[src/rtl/serial_adder_ctrl.sv]
// Bit-serial add/subtract sequencer driving one external full_adder cell,
// LSB first, one bit pair per clock, with a one-cycle done pulse at the end.
module serial_adder_ctrl #(
  parameter int WIDTH = 8
) (
  input  logic             clk,
  input  logic             rst_n,
  input  logic             start,
  input  logic             sub,
  input  logic [WIDTH-1:0] op_a,
  input  logic [WIDTH-1:0] op_b,
  input  logic             cin,
  output logic             busy,
  output logic             done,
  output logic [WIDTH-1:0] sum,
  output logic             cout,
  output logic             fa_a,
  output logic             fa_b,
  output logic             fa_cin,
  input  logic             fa_s,
  input  logic             fa_cout
);

  localparam int CW = (WIDTH > 2) ? $clog2(WIDTH) : 1;
  localparam logic [CW-1:0] LAST_BIT = CW'(WIDTH - 1);

  typedef enum logic [1:0] {
    IDLE = 2'd0,
    RUN  = 2'd1,
    DONE = 2'd2
  } state_t;

  state_t           state;
  logic [WIDTH-1:0] a_sh;
  logic [WIDTH-1:0] b_sh;
  logic [WIDTH-2:0] sum_sh;
  logic [WIDTH-1:0] sum_next;
  logic             carry_q;
  logic [CW-1:0]    bit_cnt;
  logic             in_run;

  // sum_sh keeps only the bits collected so far; the last bit joins them directly into sum
  assign sum_next = {fa_s, sum_sh};
  assign in_run   = (state == RUN);

  assign fa_a   = in_run & a_sh[0];
  assign fa_b   = in_run & b_sh[0];
  assign fa_cin = in_run & carry_q;

  always_ff @(posedge clk) begin
    if (!rst_n) begin
      state   <= IDLE;
      busy    <= 1'b0;
      done    <= 1'b0;
      sum     <= '0;
      cout    <= 1'b0;
      a_sh    <= '0;
      b_sh    <= '0;
      sum_sh  <= '0;
      carry_q <= 1'b0;
      bit_cnt <= '0;
    end else begin
      case (state)
        IDLE: begin
          done <= 1'b0;
          if (start) begin
            a_sh    <= op_a;
            b_sh    <= sub ? ~op_b : op_b;
            carry_q <= sub | cin;
            bit_cnt <= '0;
            busy    <= 1'b1;
            state   <= RUN;
          end
        end
        RUN: begin
          sum_sh  <= sum_next[WIDTH-1:1];
          carry_q <= fa_cout;
          a_sh    <= a_sh >> 1;
          b_sh    <= b_sh >> 1;
          bit_cnt <= bit_cnt + 1'b1;
          if (bit_cnt == LAST_BIT) begin
            sum   <= sum_next;
            cout  <= fa_cout;
            busy  <= 1'b0;
            done  <= 1'b1;
            state <= DONE;
          end
        end
        DONE: begin
          done  <= 1'b0;
          state <= IDLE;
        end
        default: begin
          busy  <= 1'b0;
          done  <= 1'b0;
          state <= IDLE;
        end
      endcase
    end
  end

endmodule

[config.mk]
export PLATFORM = sky130hd
export DESIGN_NAME = serial_adder_ctrl
export DESIGN_NICKNAME = d
export VERILOG_FILES = /design/src/rtl/serial_adder_ctrl.sv
export SDC_FILE = /design/constraint.sdc
export NUM_CORES = 1
export LEC_CHECK = 0
export CORE_MARGIN = 1
export CORE_UTILIZATION = 53
export DETAILED_ROUTE_END_ITERATION = 7
export PLACE_DENSITY = 0.83
export SLEW_MARGIN = 10
export SYNTH_ARGS = -nofsm -noshare
export SYNTH_HDL_FRONTEND = slang
export SYNTH_SLANG_ARGS = --single-unit
[constraint.sdc]
create_clock -name clk -period 3.1 [get_ports clk]
set_input_delay 0.775 -clock clk [delete_from_list [all_inputs] [get_ports clk]]
set_output_delay 0.775 -clock clk [all_outputs]
set_load 0.01 [all_outputs]
# == Word-level counts from Yosys, hierarchy flattened ==
# Index checks and enable logic that the tools add are counted.
# op_classes
div_mod_pow,0
order_cmp,0
n_mul,0
eq_ne,5
addsub,1
shifts,0
mux,15
n_bitwise,6
n_reduce_logical,7
# ops
op,n
$pmux W8 S2,2
$mux W8,3
$not A8 Y8,1
$reduce_and A2 Y1,4
$pmux W3 S2,1
$mux W2,2
$pmux W2 S2,1
$add A3 B1 Y3 const B,1
$and A1 B1 Y1,3
$eq A3 B3 Y1 const B,1
$mux W1,3
$mux W3,1
$pmux W1 S3,1
$reduce_and A3 Y1,1
$eq A2 B1 Y1 const B,1
$eq A2 B2 Y1 const B,1
$logic_not A2 Y1,1
$ne A2 B1 Y1 const B,1
$ne A2 B2 Y1 const B,1
$pmux W1 S2,1
$reduce_bool A2 Y1,1
$not A1 Y1,1
$or A1 B1 Y1,1
# word_totals
latch_bits,0
rom_bits,0
wordCells,44
output_inout_bits,14
reg_bits,40
mem_count,0
ram_bits,0

# == Longest topological paths before layout ==
# Gate-level depths: netlist of run 1.
# logic_depth
depth_word,4
depth_mapped,6
mapped_depth_nobuf,5

# == Least setup slack after synthesis of run 1 ==
# Ideal clock, no wire load.
# synth_timing
path_type,reg-to-output
from,register state[0]
to,output port fa_a
path_buffers,3
slack_ns,1.329
arrival_ns,0.996
stages_incl_launch_ff,6
required_time_ns,2.325
cell_sequence,dfxtp_1 > buf_6 > and2b_1 > buf_6 > buf_6 > and2_1
# synth_via
elab_chain_cells,2
# synth_rtl
element,line,source
start: declaration,33,state_t state;
start signal: assignment,52,state <= IDLE;
start signal: assignment,72,state <= RUN;
start signal: assignment,86,state <= DONE;
$eq A2 B1 Y1,44,assign in_run = (state == RUN);
$and A1 B1 Y1,46,assign fa_a = in_run & a_sh[0];
end: declaration,17,"output logic fa_a,"
# No other way between the ends.

# == Final worst setup path of run 1 ==
# layout_timing
from,register state[1]
to,output port fa_cin
# layout_via
elab_chain_cells,2
# layout_rtl
element,line,source
$eq A2 B1 Y1,44,
$and A1 B1 Y1,48,assign fa_cin = in_run & carry_q;
end: declaration,19,"output logic fa_cin,"
# No other way between the ends.

==> flow_metrics.tcl, run 1 <==
set metrics [dict create \
    synth_top_family_by_area "compound AO/OA/AOI/OAI gates" \
    crit_required_ps 2320 \
    whs_ps 460 \
    cpMaxStageDelayCell "and2b_1" \
    coreArea_sq_um 3050 \
    portBuffers 36 \
    ys.flop_type "dfxtp_1" \
    detailed_place_hpwl_mm 2.18 \
    fin_ws_ps 241 \
    end_kind "output pin" \
    placed_cell_area_sq_um 2050 \
    synth_top_area_share_pct 46.7 \
    power_density_nw_per_um2 477 \
    drive_gt1_share_pct 5.63 \
    min_period_ps 2860 \
    dp_cells 267 \
    syn-num-nets 224 \
    die-area_sq_um 3460 \
    cp_slowest_stage_delay_ps 550 \
    rsz0062_at_grt "false" \
    ys_warn_count 0 \
    grt_max_degree 31 \
    vias 1443 \
    synth_compound_area_share_pct 24.2 \
    fin_nets 255 \
    clock_skew_ps 7.86 \
    pre_cts_slack_ps 637 \
    cts_tree "built" \
    syn_area_per_cell_sq_um 8.61 \
    die_h_microns 58.9 \
    instances_no_fill 275 \
    first_global_vias 1244 \
    ys_seq_area_share_pct 46.7 \
    multi_input_area_sq_um 800 \
    cp_max_fo 16 \
    wirelength_mm 3.16 \
    cts.sinks 40 \
    reg2reg_depth 4 \
    path_clk_slew_ps 110 \
    drt_iter0_drc 50 \
    fmax_mhz 350 \
    synth_edf_count 0 \
    root_buffer "clkbuf_4" \
    arrival_ps 2080 \
    status "finished clean" \
    vias_per_cell 5.25 \
    rrSetupSlack_ps 1460 \
    fp.dieW_microns 58.9 \
    ioPinCount 37 \
    ys_ff_latch 40 \
    grtUsageTotal_pct 20.5 \
    ant_nets 0 \
    synth_top_cell_by_area "dfxtp_1" \
    synthCells 199 \
    synth.area.top_cells "dfxtp_1 (47%), nand2_1 (7.0%), a21oi_1 (6.7%), o21ai_0 (5.8%), a22oi_1 (4.8%)" \
    grt_remaining_overflow 0 \
    ys_types 31 \
    endpoint "fa_cin" \
    start_kind "flop" \
    hold_viol_final 0 \
    clock_latency_ps 360 \
    drt_pre_antenna_iters 4 \
    cts_resized 0 \
    synth-adder-area-share_pct 1.46 \
    numCtsBuffers 5 \
    drc 0 \
    rows 20 \
    criticalPathCategory "flop to output pin" \
    antennaDiodeCount 0 \
    path_cells "and2b_1 -> and2_1 -> clkdlybuf4s50_1" \
    max-cap-violations 0 \
    gp_congestion 0.769 \
    clockBufferDepth 2 \
    critPathLaunch "state[1]" \
    grt_pass1_wl_mm 5.38 \
    netlist_area_sq_um 1710 \
    cts_max_level 2 \
    wire_per_inst_microns 11.5 \
    cts_setup_buffers 0 \
    antenna_found_initial 0 \
    fin_area_sq_um 2120 \
    setup_viol 0 \
    regArea_sq_um 801 \
    r2r_start "state[1]" \
    fin_crit_sh_pct 92.2 \
    slew-limit-headroom_pct 46.2 \
    synth-simple-area-share_pct 16.9 \
    initial_core_util_pct 56.1 \
    ys_top_cells_by_count "dfxtp_1 (40), nand2_1 (32), a21oi_1 (23)" \
    async_flop_share_pct 0 \
    synth_mux_area_share_pct 0 \
    synth_most_common_cell "dfxtp_1" \
    leakage_nw 0.751 \
    hold_buffers 0 \
    tns_ps 0 \
    fill_cells 265 \
    r2r_end "b_sh[3]" \
    ir_worst_vdd_mv 0.282 \
    finalMaxSlewViolations 0 \
    area_delta_synth_final_pct 23.9 \
    synth_xor_area_share_pct 4.09 \
    worstMarginPinSlew_ps 805 \
    hp-class "flop to flop" \
]
-- layer usage --
metal  wire length, microns  part of all wire, %  track usage [%]  up-vias
met3                    142                  4.5             6.81        2
met1                   1530                   48             26.3      638
met4                     29                 0.92             7.14        0
met5                      0                    0                0        -
met2                   1460                   46             32.1       41
li1                       -                    -                -      762
-- final cells by class --
type,instances,share of cell area (%)
clock buffer,6,1.95
clock inverter,2,1.65
inverter,4,0.708
multi-input combinational,141,37.7
sequential,40,37.7
tap,44,2.59
timing repair buffer,38,17.7
-- registers in the layout, indices dropped and copies added, names as in the netlist, 2 cells and up --
name,count
a_sh,8
b_sh,8
bit_cnt,3
state,2
sum,8
sum_sh,7
-- power breakdown --
group          total (W)  internal (W)  leakage [nW]  switching, W
combinational   0.000127     0.0000626         0.382     0.0000646
sequential      0.000552      0.000538         0.327     0.0000134
clock           0.000334      0.000169        0.0422      0.000165
total            0.00101      0.000770         0.751      0.000243
-- critical path, delay by kind of cell, from the launching register on --
kind | cells | cell delay (ps)
buffers and inverters | 1 | 540
AND/OR/NAND/NOR | 2 | 770
flip-flops | 1 | 420
-- kinds of logic (layout without fill, tap and decap cells) --
group | Yosys count | in the layout
adder cells (fa/ha/maj) | 2 | 2
AO/OA/AOI/OAI | 68 | 68
flip-flops | 40 | 40
buffers and inverters | 18 | 50
XOR/XNOR | 8 | 8
AND/OR/NAND/NOR | 63 | 63
-- placed cells by master (no fill, tap or decap), types with 2 or more instances in the layout --
cell type         n
a21oi_1          23
a22oi_1          11
and2_1            3
buf_4             2
clkbuf_4          5
clkdlybuf4s50_1  36
clkinv_1          2
dfxtp_1          40
ha_1              2
inv_1             2
nand2_1          32
nand2b_1          2
nand3_1          10
nor2_1           11
o21ai_0          20
o22ai_1           2
o2bb2ai_1         5
xor2_1            8
-- how the worst min path moves through the flow --
stage              start   endpoint  slack, ps  depth (start not counted)
3_3_place_gp      sum[1]     sum[1]        440                          2
5_1_grt        sum_sh[0]  sum_sh[0]        480                          2
6_report          sum[6]     sum[6]        460                          2
4_1_cts             cout       cout        460                          2
2_1_floorplan  sum_sh[0]  sum_sh[0]        440                          2
3_5_place_dp        cout       cout        450                          2
-- per-stage QoR --
stage          power, W  util (%)
6_report        0.00101      69.5
5_1_grt         0.00106      69.5
4_1_cts         0.00102      69.5
3_5_place_dp   0.000690      67.0
3_3_place_gp   0.000688      67.0
2_1_floorplan  0.000647         -
(Power assumes the default switching activity.)
==> run 2: changes to the inputs <==
==> constraint.sdc (replaced) <==
create_clock -name clk -period 3.1 [get_ports clk]
set_input_delay 0.775 -clock clk [delete_from_list [all_inputs] [get_ports clk]]
set_output_delay 0.775 -clock clk [all_outputs]
set_load 0.02 [all_outputs]
==> run 2 against run 1 <==
  * Clock power fell by 15%
  * Critical endpoint unchanged
  * Global-route usage rose by 0.37 points
  * Combinational power barely moved
==> flow_metrics.tcl, run 2 (synthesis results as in run 1) <==
set metrics [dict create \
    path_delay_family "simple AND/OR/NAND/NOR gates" \
    wirelength_mm 3.16 \
    criticalPathCategory "flop to output pin" \
    worstHoldPathCells 2 \
    crit_required_ps 2320 \
    drt_iter0_drc 48 \
    fin_crit_sh_pct 94.3 \
    min_to "sum[3]" \
    final_cell_mix "dfxtp_1 (40), clkdlybuf4s50_1 (36), nand2_1 (32)" \
    clock_latency_ps 340 \
    grt_pass1_wl_mm 5.47 \
    gp_congestion 0.762 \
    first_global_vias 1274 \
    tns_ps 0 \
    cts_max_level 2 \
    max-cap-violations 0 \
    path_cells "and2b_1 -> and2_1 -> clkdlybuf4s50_1" \
    rows 20 \
    grt_remaining_overflow 0 \
    drc 0 \
    finalMaxSlewViolations 0 \
    reg2reg_depth 4 \
    arrival_ps 2150 \
    detailed_place_hpwl_mm 2.19 \
    crit_buf_inv 1 \
    clockBufferDepth 2 \
    worstHoldStart "sum[3]" \
    reg.largest.list "a_sh x8, b_sh x8, sum x8" \
    wire_per_inst_microns 11.5 \
    cts_setup_buffers 0 \
    dp_cells 267 \
    cts_resized 0 \
    cpMaxStageDelayCell "clkdlybuf4s50_1" \
    fin_nets 255 \
    r2r_end "b_sh[2]" \
    min_period_ps 2920 \
    drive_gt1_share_pct 5.65 \
    slew-limit-headroom_pct 45.8 \
    cts.sinks 40 \
    rsz0062_at_grt "false" \
    multi_input_area_sq_um 800 \
    fmax_mhz 342 \
    initial_core_util_pct 56.1 \
    placed_cell_area_sq_um 2050 \
    hold_buffers 0 \
    regArea_sq_um 801 \
    vias 1448 \
    cp_max_fo 16 \
    die_h_microns 58.9 \
    antennaDiodeCount 0 \
    rrSetupSlack_ps 1450 \
    power_density_nw_per_um2 457 \
    coreArea_sq_um 3050 \
    numCtsBuffers 5 \
    grtUsageTotal_pct 20.8 \
    start_kind "flop" \
    worstMarginPinSlew_ps 813 \
    portBuffers 36 \
    final_common_cell "dfxtp_1" \
    ant_nets 0 \
    hold_viol_final 0 \
    ir_worst_vdd_mv 0.264 \
    hp-class "flop to flop" \
    fin_area_sq_um 2110 \
    r2r_start "state[1]" \
    vias_per_cell 5.28 \
    instances_no_fill 274 \
    fp.dieW_microns 58.9 \
    leakage_nw 0.746 \
    antenna_found_initial 0 \
    cp_slowest_stage_delay_ps 600 \
    clock_skew_ps 3.71 \
    setup_viol 0 \
    status "finished clean" \
    end_kind "output pin" \
    grt_max_degree 31 \
    ioPinCount 37 \
    fill_cells 280 \
    drt_pre_antenna_iters 4 \
    cts_tree "built" \
    area_delta_synth_final_pct 23.2 \
    die-area_sq_um 3460 \
    critPathLaunch "state[1]" \
    root_buffer "clkbuf_4" \
    path_clk_slew_ps 110 \
]
-- run 2: worst reg2reg max path: cells and delay by family (launching register included) --
family	cells	cell delay (ps)
AO/OA/AOI/OAI	2	280
buffers and inverters	1	280
flip-flops	1	540
AND/OR/NAND/NOR	1	420
-- run 2: final cells by class --
cell class | count | share of cell area, %
flip-flops and latches | 40 | 37.9
multi-input cells | 141 | 37.9
repair buffers | 38 | 17.8
clock buffers | 7 | 3.08
well taps | 44 | 2.61
inverters | 4 | 0.711
-- run 2: per-stage QoR --
stage	hold slack [ps]	setup WS [ps]	total power, W	util, %
2_1_floorplan	437	1290	0.000649	-
3_3_place_gp	444	594	0.000689	67.0
3_5_place_dp	446	549	0.000692	67.0
4_1_cts	461	186	0.000969	69.1
5_1_grt	480	85.7	0.00101	69.1
6_report	458	178	0.000964	69.1
-- run 2: worst max-delay path by stage --
stage,endpoint,cells after the start
floorplan,fa_a,5
global placement,fa_cin,3
global route,fa_a,3
finish,fa_cin,3
detailed placement,fa_cin,3
CTS,fa_cin,3
-- run 2: routing by layer --
layer  global-route usage (%)  share of wire, %  wire, microns
met5                        0                 0              0
met4                     8.16              0.92             29
met3                     4.62               3.3            104
met2                     33.9                48           1510
met1                     26.8                48           1510
-- run 2: power by group --
group          internal [W]  switching [W]  leakage (nW)
sequential         0.000538      0.0000128         0.327
clock              0.000129       0.000156        0.0374
combinational     0.0000626      0.0000665         0.382
==> run 3: changes to the inputs <==
==> constraint.sdc (replaced) <==
create_clock -name clk -period 3.1 [get_ports clk]
set_input_delay 0.93 -clock clk [delete_from_list [all_inputs] [get_ports clk]]
set_output_delay 0.93 -clock clk [all_outputs]
set_load 0.02 [all_outputs]
==> run 3 against run 2 <==
  * Flip-flop and latch count is the same
  * Routed wire length grew 1.0%
  * Cell area grew 0.12%
  * Register-to-register slack lost 20 ps
  * Core utilization grew 0.082 points
  * Critical path depth is the same
  * Critical endpoint unchanged
  * Largest power group unchanged
  * Clock skew grew 0.57 ps
  * Hold slack lost 0.55 ps
  * Maximum frequency grew 1.2%
  * Sequential power is essentially flat
  * Combinational power is essentially flat
  * Power shrank 1.5%
==> flow_metrics.tcl, run 3 (synthesis results as in run 1) <==
set metrics [dict create \
    status "finished clean" \
    cp_slowest_stage_delay_ps 530 \
    grt_max_degree 31 \
    netSwitchingPower_w 0.000236 \
    tns_ps 0 \
    ioPinCount 37 \
    cts.sinks 40 \
    drc 0 \
    min_period_ps 2890 \
    switching_share_pct 24.8 \
    whs_ps 458 \
    hp-class "flop to flop" \
    final_common_cell "dfxtp_1" \
    power_frac_clock_pct 28.2 \
    vias_per_cell 5.28 \
    initial_core_util_pct 56.1 \
    detailed_place_hpwl_mm 2.22 \
    fin_crit_sh_pct 93.2 \
    numCtsBuffers 5 \
    cts_tree "built" \
    rows 20 \
    area_delta_synth_final_pct 23.4 \
    wirelength_mm 3.19 \
    die-area_sq_um 3460 \
    internal_power_w 0.000714 \
    antennaDiodeCount 0 \
    drt_iter0_drc 49 \
    wire_per_inst_microns 11.6 \
    fmax_mhz 346 \
    ant_nets 0 \
    reg.largest.list "a_sh x8, b_sh x8, sum x8" \
    clock_latency_ps 330 \
    drive_gt1_share_pct 6.03 \
    gp_congestion 0.753 \
    drt_pre_antenna_iters 4 \
    max-cap-violations 0 \
    start_kind "flop" \
    final_cell_mix "dfxtp_1 (40), clkdlybuf4s50_1 (36), nand2_1 (32)" \
    clock_skew_ps 4.29 \
    slew-limit-headroom_pct 44.3 \
    path_cells "and2b_2 -> and2_1 -> clkdlybuf4s50_1" \
    grt_pass1_wl_mm 5.43 \
    vias 1456 \
    crit_required_ps 2170 \
    final_util_pct 69.2 \
    grtUsageTotal_pct 20.7 \
    arrival_ps 1960 \
    cts_max_level 2 \
    leakage_nw 0.746 \
    coreArea_sq_um 3050 \
    end_kind "output pin" \
    path_delay_family "simple AND/OR/NAND/NOR gates" \
    hold_viol_final 0 \
    rrSetupSlack_ps 1430 \
    ir_worst_vdd_mv 0.288 \
    seqPwrFrac_pct 58.0 \
    fin_nets 256 \
    setup_viol 0 \
    worstMarginPinSlew_ps 834 \
    crit_buf_inv 1 \
    die_h_microns 58.9 \
    cp_max_fo 16 \
    finalMaxSlewViolations 0 \
    criticalPathCategory "flop to output pin" \
    rsz0062_at_grt "false" \
    power_density_nw_per_um2 450 \
    path_clk_slew_ps 110 \
    portBuffers 36 \
    grt_remaining_overflow 0 \
    first_global_vias 1266 \
    cpMaxStageDelayCell "dfxtp_1" \
    clockBufferDepth 2 \
    comb_power_share_pct 13.8 \
    antenna_found_initial 0 \
    root_buffer "clkbuf_4" \
    fp.dieW_microns 58.9 \
]
-- run 3: final timing paths --
| check | start | end | cells after the start |
|---|---|---|---|
| max | state[1] | fa_cin | 3 |
| min | sum[3] | sum[3] | 2 |
| max reg2reg | bit_cnt[0] | sum[1] | 5 |
| min reg2reg | sum[3] | sum[3] | 2 |
-- run 3: worst register-to-register path, cell delays in order (launching register included) --
cell	delay, ps
dfxtp_1	390
ha_1	170
ha_1	450
nand3b_2	300
nand2_1	130
a21oi_1	80
-- run 3: per-stage QoR --
stage,power [W],instances,area (sq um),worst slack [ps]
after floorplan,0.000649,199,1710,1140
after global placement,0.000691,268,2050,422
after detailed placement,0.000693,268,2050,430
after CTS,0.000956,276,2110,49.8
after global routing,0.000998,276,2110,124
final,0.000950,276,2110,212
-- run 3: repair_timing --
item / CTS / global route
hold buffers: 0 / 0
endpoints found under the setup margin: 0 / 3
setup buffers: 0 / 0
gates resized for setup: 0 / 1
-- run 3: power by group through the flow --
stage | sequential [W] | combinational (W) | clock, W
CTS | 0.000551 | 0.000132 | 0.000274
finish | 0.000551 | 0.000132 | 0.000268
detailed placement | 0.000562 | 0.000131 | 0
global route | 0.000554 | 0.000147 | 0.000297
global placement | 0.000562 | 0.000129 | 0
floorplan | 0.000561 | 0.0000887 | 0
-- run 3: final cells by class --
cell class	instances	area, sq um
fill	278	940
sequential	40	801
multi-input combinational	141	801
timing repair buffer	39	383
clock buffer	8	58.8
tap	44	55.1
inverter	4	15.0
-- run 3: metal layers --
| metal | wire (microns) | GRT usage, % | vias up |
|---|---|---|---|
| met1 | 1550 | 26.7 | 648 |
| met3 | 121 | 4.62 | 4 |
| met5 | 0 | 0 | - |
| met2 | 1470 | 33.4 | 42 |
| met4 | 48 | 8.50 | 0 |
| li1 | - | - | 762 |
